**src/rtl/fas_arbiter.sv**
```systemverilog
// Round-robin arbiter sharing one fasN adder/subtractor among R requesters.
// Each operation takes IDLE -> EXEC -> RESP; operands are latched so requesters cannot disturb a live op.
module fas_arbiter #(
   parameter int N = 32,
   parameter int R = 4
) (
   input  logic           clk,
   input  logic           rst_n,
   input  logic [R-1:0]   req,
   input  logic [R-1:0]   op,
   input  logic [R-1:0]   ci,
   input  logic [R*N-1:0] a_in,
   input  logic [R*N-1:0] b_in,
   output logic [R-1:0]   gnt,
   output logic [R-1:0]   done,
   output logic [N-1:0]   y_out,
   output logic           co_out,
   output logic           busy,
   output logic [N-1:0]   fas_a,
   output logic [N-1:0]   fas_b,
   output logic           fas_sel,
   output logic           fas_ci,
   input  logic [N-1:0]   fas_y,
   input  logic           fas_co
);

   // state | meaning
   // IDLE  | waiting for any req; picks winner from ptr onward
   // EXEC  | latched operands drive fasN; result captured at the edge
   // RESP  | done pulses to the winner; ptr advances past the winner
   localparam int IW = (R > 1) ? $clog2(R) : 1;

   typedef enum logic [1:0] {
      IDLE = 2'd0,
      EXEC = 2'd1,
      RESP = 2'd2
   } state_t;

   state_t        state_q, state_d;
   logic [IW-1:0] ptr_q, ptr_d;
   logic [IW-1:0] idx_q, idx_d;
   logic [N-1:0]  a_q, a_d;
   logic [N-1:0]  b_q, b_d;
   logic          op_q, op_d;
   logic          ci_q, ci_d;
   logic [R-1:0]  gnt_q, gnt_d;
   logic [R-1:0]  done_q, done_d;
   logic [N-1:0]  y_q, y_d;
   logic          co_q, co_d;
   logic          busy_q, busy_d;

   logic          found;
   logic [IW-1:0] win;
   logic [IW:0]   cand;
   logic [N-1:0]  a_sel;
   logic [N-1:0]  b_sel;
   logic          op_sel;
   logic          ci_sel;

   // Search ptr, ptr+1, ... with an explicit wrap so non-power-of-two R never yields idx >= R.
   always_comb begin
      found = 1'b0;
      win   = ptr_q;
      cand  = '0;
      for (int k = 0; k < R; k++) begin
         cand = {1'b0, ptr_q} + (IW+1)'(k);
         if (cand >= (IW+1)'(R)) begin
            cand = cand - (IW+1)'(R);
         end
         if (!found && req[cand[IW-1:0]]) begin
            found = 1'b1;
            win   = cand[IW-1:0];
         end
      end
   end

   always_comb begin
      a_sel  = '0;
      b_sel  = '0;
      op_sel = 1'b0;
      ci_sel = 1'b0;
      for (int i = 0; i < R; i++) begin
         if (win == IW'(i)) begin
            a_sel  = a_in[i*N +: N];
            b_sel  = b_in[i*N +: N];
            op_sel = op[i];
            ci_sel = ci[i];
         end
      end
   end

   always_comb begin
      state_d = state_q;
      ptr_d   = ptr_q;
      idx_d   = idx_q;
      a_d     = a_q;
      b_d     = b_q;
      op_d    = op_q;
      ci_d    = ci_q;
      gnt_d   = gnt_q;
      done_d  = done_q;
      y_d     = y_q;
      co_d    = co_q;
      busy_d  = busy_q;
      case (state_q)
         IDLE: begin
            if (found) begin
               idx_d   = win;
               a_d     = a_sel;
               b_d     = b_sel;
               op_d    = op_sel;
               ci_d    = ci_sel;
               gnt_d   = R'(1) << win;
               busy_d  = 1'b1;
               state_d = EXEC;
            end
         end
         EXEC: begin
            y_d     = fas_y;
            co_d    = fas_co;
            done_d  = gnt_q;
            state_d = RESP;
         end
         RESP: begin
            ptr_d   = (idx_q == IW'(R-1)) ? '0 : idx_q + IW'(1);
            gnt_d   = '0;
            done_d  = '0;
            busy_d  = 1'b0;
            state_d = IDLE;
         end
         default: begin
            gnt_d   = '0;
            done_d  = '0;
            busy_d  = 1'b0;
            state_d = IDLE;
         end
      endcase
   end

   always_ff @(posedge clk or negedge rst_n) begin
      if (!rst_n) begin
         state_q <= IDLE;
         ptr_q   <= '0;
         idx_q   <= '0;
         a_q     <= '0;
         b_q     <= '0;
         op_q    <= 1'b0;
         ci_q    <= 1'b0;
         gnt_q   <= '0;
         done_q  <= '0;
         y_q     <= '0;
         co_q    <= 1'b0;
         busy_q  <= 1'b0;
      end else begin
         state_q <= state_d;
         ptr_q   <= ptr_d;
         idx_q   <= idx_d;
         a_q     <= a_d;
         b_q     <= b_d;
         op_q    <= op_d;
         ci_q    <= ci_d;
         gnt_q   <= gnt_d;
         done_q  <= done_d;
         y_q     <= y_d;
         co_q    <= co_d;
         busy_q  <= busy_d;
      end
   end

   // fasN sees only latched operands, which hold outside EXEC as well.
   assign fas_a   = a_q;
   assign fas_b   = b_q;
   assign fas_sel = op_q;
   assign fas_ci  = ci_q;
   assign gnt     = gnt_q;
   assign done    = done_q;
   assign y_out   = y_q;
   assign co_out  = co_q;
   assign busy    = busy_q;

endmodule
```
**config.mk**
```make
export PLATFORM = sky130hd
export DESIGN_NAME = fas_arbiter
export DESIGN_NICKNAME = d
export VERILOG_FILES = /design/src/rtl/fas_arbiter.sv
export SDC_FILE = /design/constraint.sdc
export NUM_CORES = 1
export LEC_CHECK = 0
export BUFFER_PORTS_ARGS = -buffer_cell sky130_fd_sc_hd__buf_2
export CAP_MARGIN = 40
export CORE_AREA = 2 2 162 164
export CTS_CLUSTER_DIAMETER = 50
export DETAILED_ROUTE_END_ITERATION = 16
export DIE_AREA = 0 0 164 166
export SYNTH_ARGS = -nofsm -noshare
export SYNTH_HDL_FRONTEND = slang
export SYNTH_SLANG_ARGS = --single-unit
```
**constraint.sdc**
```tcl
create_clock -name clk -period 2.1 [get_ports clk]
set_input_delay 0 -clock clk [delete_from_list [all_inputs] [get_ports clk]]
set_output_delay 0 -clock clk [all_outputs]
set_load 0.03 [all_outputs]
```
==> impl_metrics.py, run 1 <==
metrics = {
    "critical_path": {
        "crit_path_max_incr_delay_ps": 390,
        "crit_type": "register to register",
        "worst_ep_arrival_time_ps": 2370,
        "worstPathRequired_ps": 2370,
        "slowest_stage": "dfrtp_1",
        "crit_path_max_fanout": 7,
        "endpoint_kind": "register",
        "path_cells": "nor2b_1 > o22ai_1 > a222oi_1 > buf_4 > clkbuf_16 > mux2_4 > a22oi_2 > o21ai_1",
        "worstSetupStartpointType": "register",
    },
    "synthesis": {
        "synthTopCellsByArea": "dfrtp_1, a22oi_2, mux2i_1, mux2_2, a2bb2oi_1",
        "yosysWarnings": 0,
        "synth_fp_nets": 817,
        "synth_edf_count": 0,
        "yosysUniqueCellTypes": 37,
        "synthCells": 513,
        "ys.flop_type": "dfrtp_1",
        "synthArstFlopShare_pct": 100,
        "syn-mean-instance-area_um2": 12.2,
        "synth_top_cell_by_area": "dfrtp_1",
        "ys_seq_area_share_pct": 45.6,
        "syn_area_um2": 6260,
        "synth_top_area_share_pct": 45.6,
        "synth_most_common_cell": "dfrtp_1",
        "synth_common_cells": "dfrtp_1, mux2i_1, o21ai_1",
        "synth_seq_cells": 114,
    },
    "cts": {
        "clk_pin_slew_worst_paths_ps": 60,
        "clockRootBuffer": "clkbuf_16",
        "cts_buffer_depth": 2,
        "tritoncts": "yes",
        "insertion_delay_ps": 420,
        "cts_buffers": 17,
        "htreeDepth": 4,
        "clock_sinks": 114,
    },
    "power": {
        "peakVddDrop_mv": 0.740,
        "power.density_nw_per_um2": 1410,
        "p_leak_nw": 5.92,
    },
    "timing": {
        "slew_viol_final": 0,
        "slew_headroom_pct": 57.8,
        "tightest_slew_ps": 634,
        "rsz0062_at_grt": "yes",
        "fmax_mhz": 475,
        "fin_ws_ps": -4.97,
        "final-setup-viol-count": 2,
        "fin_skew_ps": 10.9,
        "layout_min_cycle_time_ps": 2100,
        "setup_tns_ps": -7.80,
        "finalHoldViolations": 0,
        "fin_crit_sh_pct": 100,
    },
    "floorplanning": {
        "die_h_um": 166,
        "die-area_um2": 27200,
        "initial_utilization_pct": 24.4,
        "die_width_um": 164,
        "num_io_pins": 411,
        "core_region_area_um2": 25600,
        "core.rowCount": 59,
    },
    "drt": {
        "ant_nets": 0,
        "drc": 0,
        "first_iter_violations": 411,
        "routed_wl_mm": 29.0,
        "first_pass_iters": 5,
        "via_count": 7414,
        "wire_per_inst_um": 18.7,
        "vias_per_cell": 4.77,
    },
    "flow_run": {
        "maxCapViolCount": 0,
    },
    "global_routing": {
        "antenna_found_initial": 3,
        "first_global_vias": 7827,
        "grt_pass1_wl_mm": 41.3,
        "grt_overflow": 0,
        "grt_max_degree": 85,
        "grt_use_total_pct": 19.5,
    },
    "run_status": {
        "status": "finished with violations",
        "violations": "negative setup slack",
    },
    "layout": {
        "final_nets": 1507,
        "area_growth_pct": 98.7,
        "drive_above_1_share_pct": 52.4,
        "utilization_pct": 48.5,
    },
    "placed_design": {
        "gp_congestion": 0.809,
        "numPortBuffers": 410,
        "dp_hpwl_mm": 17.1,
    },
    "hold_path": {
        "hold_path_class": "input pin to register",
    },
}
[final cells by class]
type | count | area [um^2]
diodes | 3 | 7.51
clock buffers | 18 | 439
clock inverters | 13 | 153
fillers | 2231 | 13200
inverters | 5 | 18.8
multi-input cells | 344 | 3240
flip-flops and latches | 114 | 2850
well taps | 335 | 419
repair buffers | 721 | 5300
[layout by cell type, fill, tap and decap left out, types with 3 or more instances in the layout]
cell type / count
o22ai_1: 3
o21ai_2: 7
o21ai_1: 59
a2bb2oi_1: 47
nand2_1: 7
buf_2: 409
mux2i_2: 3
clkinvlp_4: 3
dlygate4sd3_1: 255
buf_4: 33
nand2b_1: 3
inv_1: 5
dfrtp_1: 113
inv_6: 4
mux2_2: 35
buf_12: 13
mux2_4: 13
clkinv_4: 4
clkbuf_16: 22
buf_6: 5
nor2_1: 7
a22oi_2: 66
a22oi_1: 14
diode_2: 3
a2bb2oi_2: 5
mux2i_1: 53
[timing repair]
item | 4_1_cts | 5_1_grt
hold buffers | 255 | 0
gates cloned | 0 | 6
pin swaps | 2 | 5
buffers inserted | 4 | 10
endpoints found under the setup margin | 21 | 47
gates resized for setup | 6 | 49
endpoints found under the hold margin | 141 | 0
[through the flow]
| step | total power, W | worst slack, ps | hold slack (ps) | area [um^2] | instances |
|---|---|---|---|---|---|
| 2_1_floorplan | 0.0105 | 216 | -296 | 6260 | 513 |
| 3_3_place_gp | 0.0131 | -159 | 66.4 | 8800 | 1243 |
| 4_1_cts | 0.0168 | -9.95 | 0.0161 | 12000 | 1534 |
| 6_report | 0.0175 | -4.97 | 8.75 | 12400 | 1553 |
| 5_1_grt | 0.0184 | -102 | 5.81 | 12400 | 1553 |
| 3_5_place_dp | 0.0133 | -90.4 | 73.8 | 8810 | 1244 |
[worst max-delay path: cells and delay by family, from the launching register on]
kind | cells | cell delay (ps)
and+or+nand+nor | 1 | 150
muxes | 1 | 300
DFF | 1 | 390
AOI/OAI and AO/OA | 4 | 690
buffers and inverters | 2 | 440
[metal layers]
metal / vias up / part of all wire (%) / track usage, %
li1: 3374 / - / -
met1: 3537 / 37 / 20.6
met2: 402 / 50 / 34.7
met3: 101 / 7.0 / 4.97
met4: 0 / 5.2 / 10.9
met5: - / 0 / 0
[cells by family after synthesis]
group,count (synthesis),synth area share (%)
AOI/OAI and AO/OA,210,28.2
adders and majority gates,1,0.200
buffers and inverters,55,5.88
DFF,114,45.6
muxes,104,17.6
and+or+nand+nor,29,2.52
[state kept, by name (all words and copies together), names as in the netlist]
register	cells
fas_a	32
fas_b	32
y_out	32
done	4
gnt	4
idx_q	2
ptr_q	2
state_q	2
busy	1
co_out	1
fas_ci	1
fas_sel	1
[where the power goes]
part	switching [W]	internal, W
registers	0.000672	0.00332
clock network	0.00113	0.00179
logic	0.00598	0.00460
total	0.00779	0.00971
[final timing paths]
kind	cells after the start	end	slack [ps]	from
max in group asynchronous	3	y_out[30]	1050	rst_n
worst min-delay path	4	fas_a[3]	9	a_in[3]
worst max-delay path	8	fas_a[11]	-5	ptr_q[0]
min in group asynchronous	2	y_out[15]	150	rst_n
worst max register to register	8	fas_a[11]	-5	ptr_q[0]
worst min register to register	1	ptr_q[0]	490	idx_q[0]
No activity file was read; power rests on OpenSTA's default activity.
==> run 2, diff against run 1 <==
Settings changed: CELL_PAD_IN_SITES_DETAIL_PLACEMENT set to 1, CELL_PAD_IN_SITES_GLOBAL_PLACEMENT set to 1, CORE_AREA 2 2 162 164 to 2 2 159 161, DIE_AREA 0 0 164 166 to 0 0 161 163, PLACE_DENSITY_LB_ADDON set to 0.1.
==> run 2 against run 1 <==
The run now ends clean. Via count decreased by 4.0%. Total power decreased by 1.3%. Clock skew decreased by 3.1 ps. Register-to-register slack about the same. Maximum frequency increased by 0.31%. Core utilization increased by 0.088 points. Clock-buffer cell count decreased by 1.
==> impl_metrics.py, run 2 (synthesized netlist as in run 1, its figures left out) <==
metrics = {
    "timing": {
        "slew_viol_final": 0,
        "tightest_slew_ps": 449,
        "final-setup-viol-count": 0,
        "fin_ws_ps": 1.45,
        "layout_min_cycle_time_ps": 2100,
        "fin_crit_sh_pct": 99.9,
        "finalHoldViolations": 0,
        "setup_tns_ps": 0,
        "rsz0062_at_grt": "yes",
        "fmax_mhz": 477,
        "fin_skew_ps": 7.78,
        "slew_headroom_pct": 70.1,
    },
    "critical_path": {
        "worstSetupStartpointType": "register",
        "endpoint_kind": "register",
        "slowest_stage": "dfrtp_1",
        "path_cells": "nor2b_1 > o22ai_1 > a222oi_1 > buf_4 > buf_6 > mux2_2 > a22oi_1 > o21ai_1",
        "crit_type": "register to register",
        "worstPathRequired_ps": 2380,
        "worst_ep_arrival_time_ps": 2380,
        "cp.buffers_inverters": 2,
        "crit_family": "compound AO/OA/AOI/OAI gates",
        "crit_path_max_incr_delay_ps": 430,
        "crit_path_max_fanout": 10,
    },
    "drt": {
        "vias_per_cell": 4.72,
        "ant_nets": 0,
        "wire_per_inst_um": 19.4,
        "first_pass_iters": 4,
        "drc": 0,
        "via_count": 7120,
        "routed_wl_mm": 29.2,
        "first_iter_violations": 219,
    },
    "floorplanning": {
        "die-area_um2": 26200,
        "core_region_area_um2": 24700,
        "die_h_um": 163,
        "die_width_um": 161,
        "core.rowCount": 58,
        "initial_utilization_pct": 25.4,
        "num_io_pins": 411,
    },
    "power": {
        "p_leak_nw": 5.71,
        "peakVddDrop_mv": 0.592,
        "power.density_nw_per_um2": 1440,
    },
    "layout": {
        "mostFrequentLayoutCell": "buf_2",
        "fin_cells": 1509,
        "drive_above_1_share_pct": 52.0,
        "mostFrequentLayoutCells": "buf_2, dlygate4sd3_1, dfrtp_1",
        "utilization_pct": 48.6,
        "area_growth_pct": 91.7,
        "final_nets": 1467,
    },
    "placed_design": {
        "dp.cells": 1230,
        "dpl_worst_slack_ps": -116,
        "gp_congestion": 0.781,
        "dp_hpwl_mm": 18.6,
        "numPortBuffers": 410,
    },
    "cts": {
        "tritoncts": "yes",
        "clk_pin_slew_worst_paths_ps": 60,
        "cts_buffer_depth": 2,
        "insertion_delay_ps": 410,
        "clockRootBuffer": "clkbuf_16",
        "htreeDepth": 4,
        "clock_sinks": 114,
        "cts_buffers": 17,
    },
    "flow_run": {
        "maxCapViolCount": 0,
    },
    "global_routing": {
        "grt_use_total_pct": 21.3,
        "grt_pass1_wl_mm": 43.9,
        "first_global_vias": 8133,
        "grt_max_degree": 78,
        "antenna_found_initial": 2,
        "grt_overflow": 0,
    },
    "run_status": {
        "status": "complete, no violations",
    },
    "hold_path": {
        "hold_path_class": "input pin to register",
    },
}
==> run 2: cell count changes in the layout (fill, tap and decap cells not counted), sizes merged <==
cell	previous run	this run
bufinv	2	3
buf	461	446
clkbuf	23	20
clkinvlp	3	1
bufbuf	0	1
inv	9	12
dlygate4sd3	255	231
==> run 2: final cells by class <==
cell class,instances,area [um^2]
clock buffer,17,425
inverter,5,18.8
antenna,3,7.51
sequential,114,2850
multi-input combinational,344,3140
fill,2736,12700
tap,330,413
clock inverter,15,199
timing repair buffer,681,4940
==> run 2: metal layers <==
layer | vias up | global-route usage [%] | part of all wire [%]
li1 | 3283 | - | -
met1 | 3519 | 23.4 | 39
met2 | 275 | 40.4 | 54
met3 | 43 | 4.18 | 5.1
met4 | 0 | 7.95 | 2.4
met5 | - | 0 | 0
==> run 2: final timing paths <==
kind                            startpoint  cells past startpoint  slack [ps]         to
worst max-delay path              ptr_q[0]                      8           1  fas_a[13]
worst min-delay path               b_in[8]                      4          10   fas_b[8]
worst max register to register    ptr_q[0]                      8           1  fas_a[13]
worst min register to register        busy                      2         490       busy
max in group asynchronous            rst_n                      3        1360   fas_b[9]
min in group asynchronous            rst_n                      2          50  fas_a[22]
==> run 2: worst reg2reg max path, cell delays in order (launching register included) <==
cell and delay [ps]:
dfrtp_1 430, nor2b_1 160, o22ai_1 90, a222oi_1 290, buf_4 220, buf_6 170
mux2_2 350, a22oi_1 180, o21ai_1 80
==> run 2: per-stage QoR <==
step | instance area [um^2] | power, W | hold slack (ps)
6_report | 12000 | 0.0173 | 11.1
5_1_grt | 12000 | 0.0183 | 16.3
4_1_cts | 11700 | 0.0169 | 0.387
3_5_place_dp | 8710 | 0.0133 | -82.4
3_3_place_gp | 8710 | 0.0130 | -80.1
2_1_floorplan | 6260 | 0.0105 | -296
==> run 2: what timing repair did <==
| item | 4_1_cts | 5_1_grt |
|---|---|---|
| hold buffers | 231 | 0 |
| gates cloned | 2 | 3 |
| setup buffers | 2 | 6 |
| gates resized for setup | 6 | 32 |
| pin swaps | 2 | 3 |
| endpoints found under the hold margin | 213 | 0 |
| setup endpoints to repair | 66 | 67 |
==> run 2: where the power goes <==
| group | leakage (nW) | switching [W] | internal [W] |
|---|---|---|---|
| clock network | 0.303 | 0.00117 | 0.00191 |
| registers | 1.39 | 0.000680 | 0.00332 |
| logic | 4.01 | 0.00584 | 0.00435 |
| total | 5.71 | 0.00769 | 0.00957 |
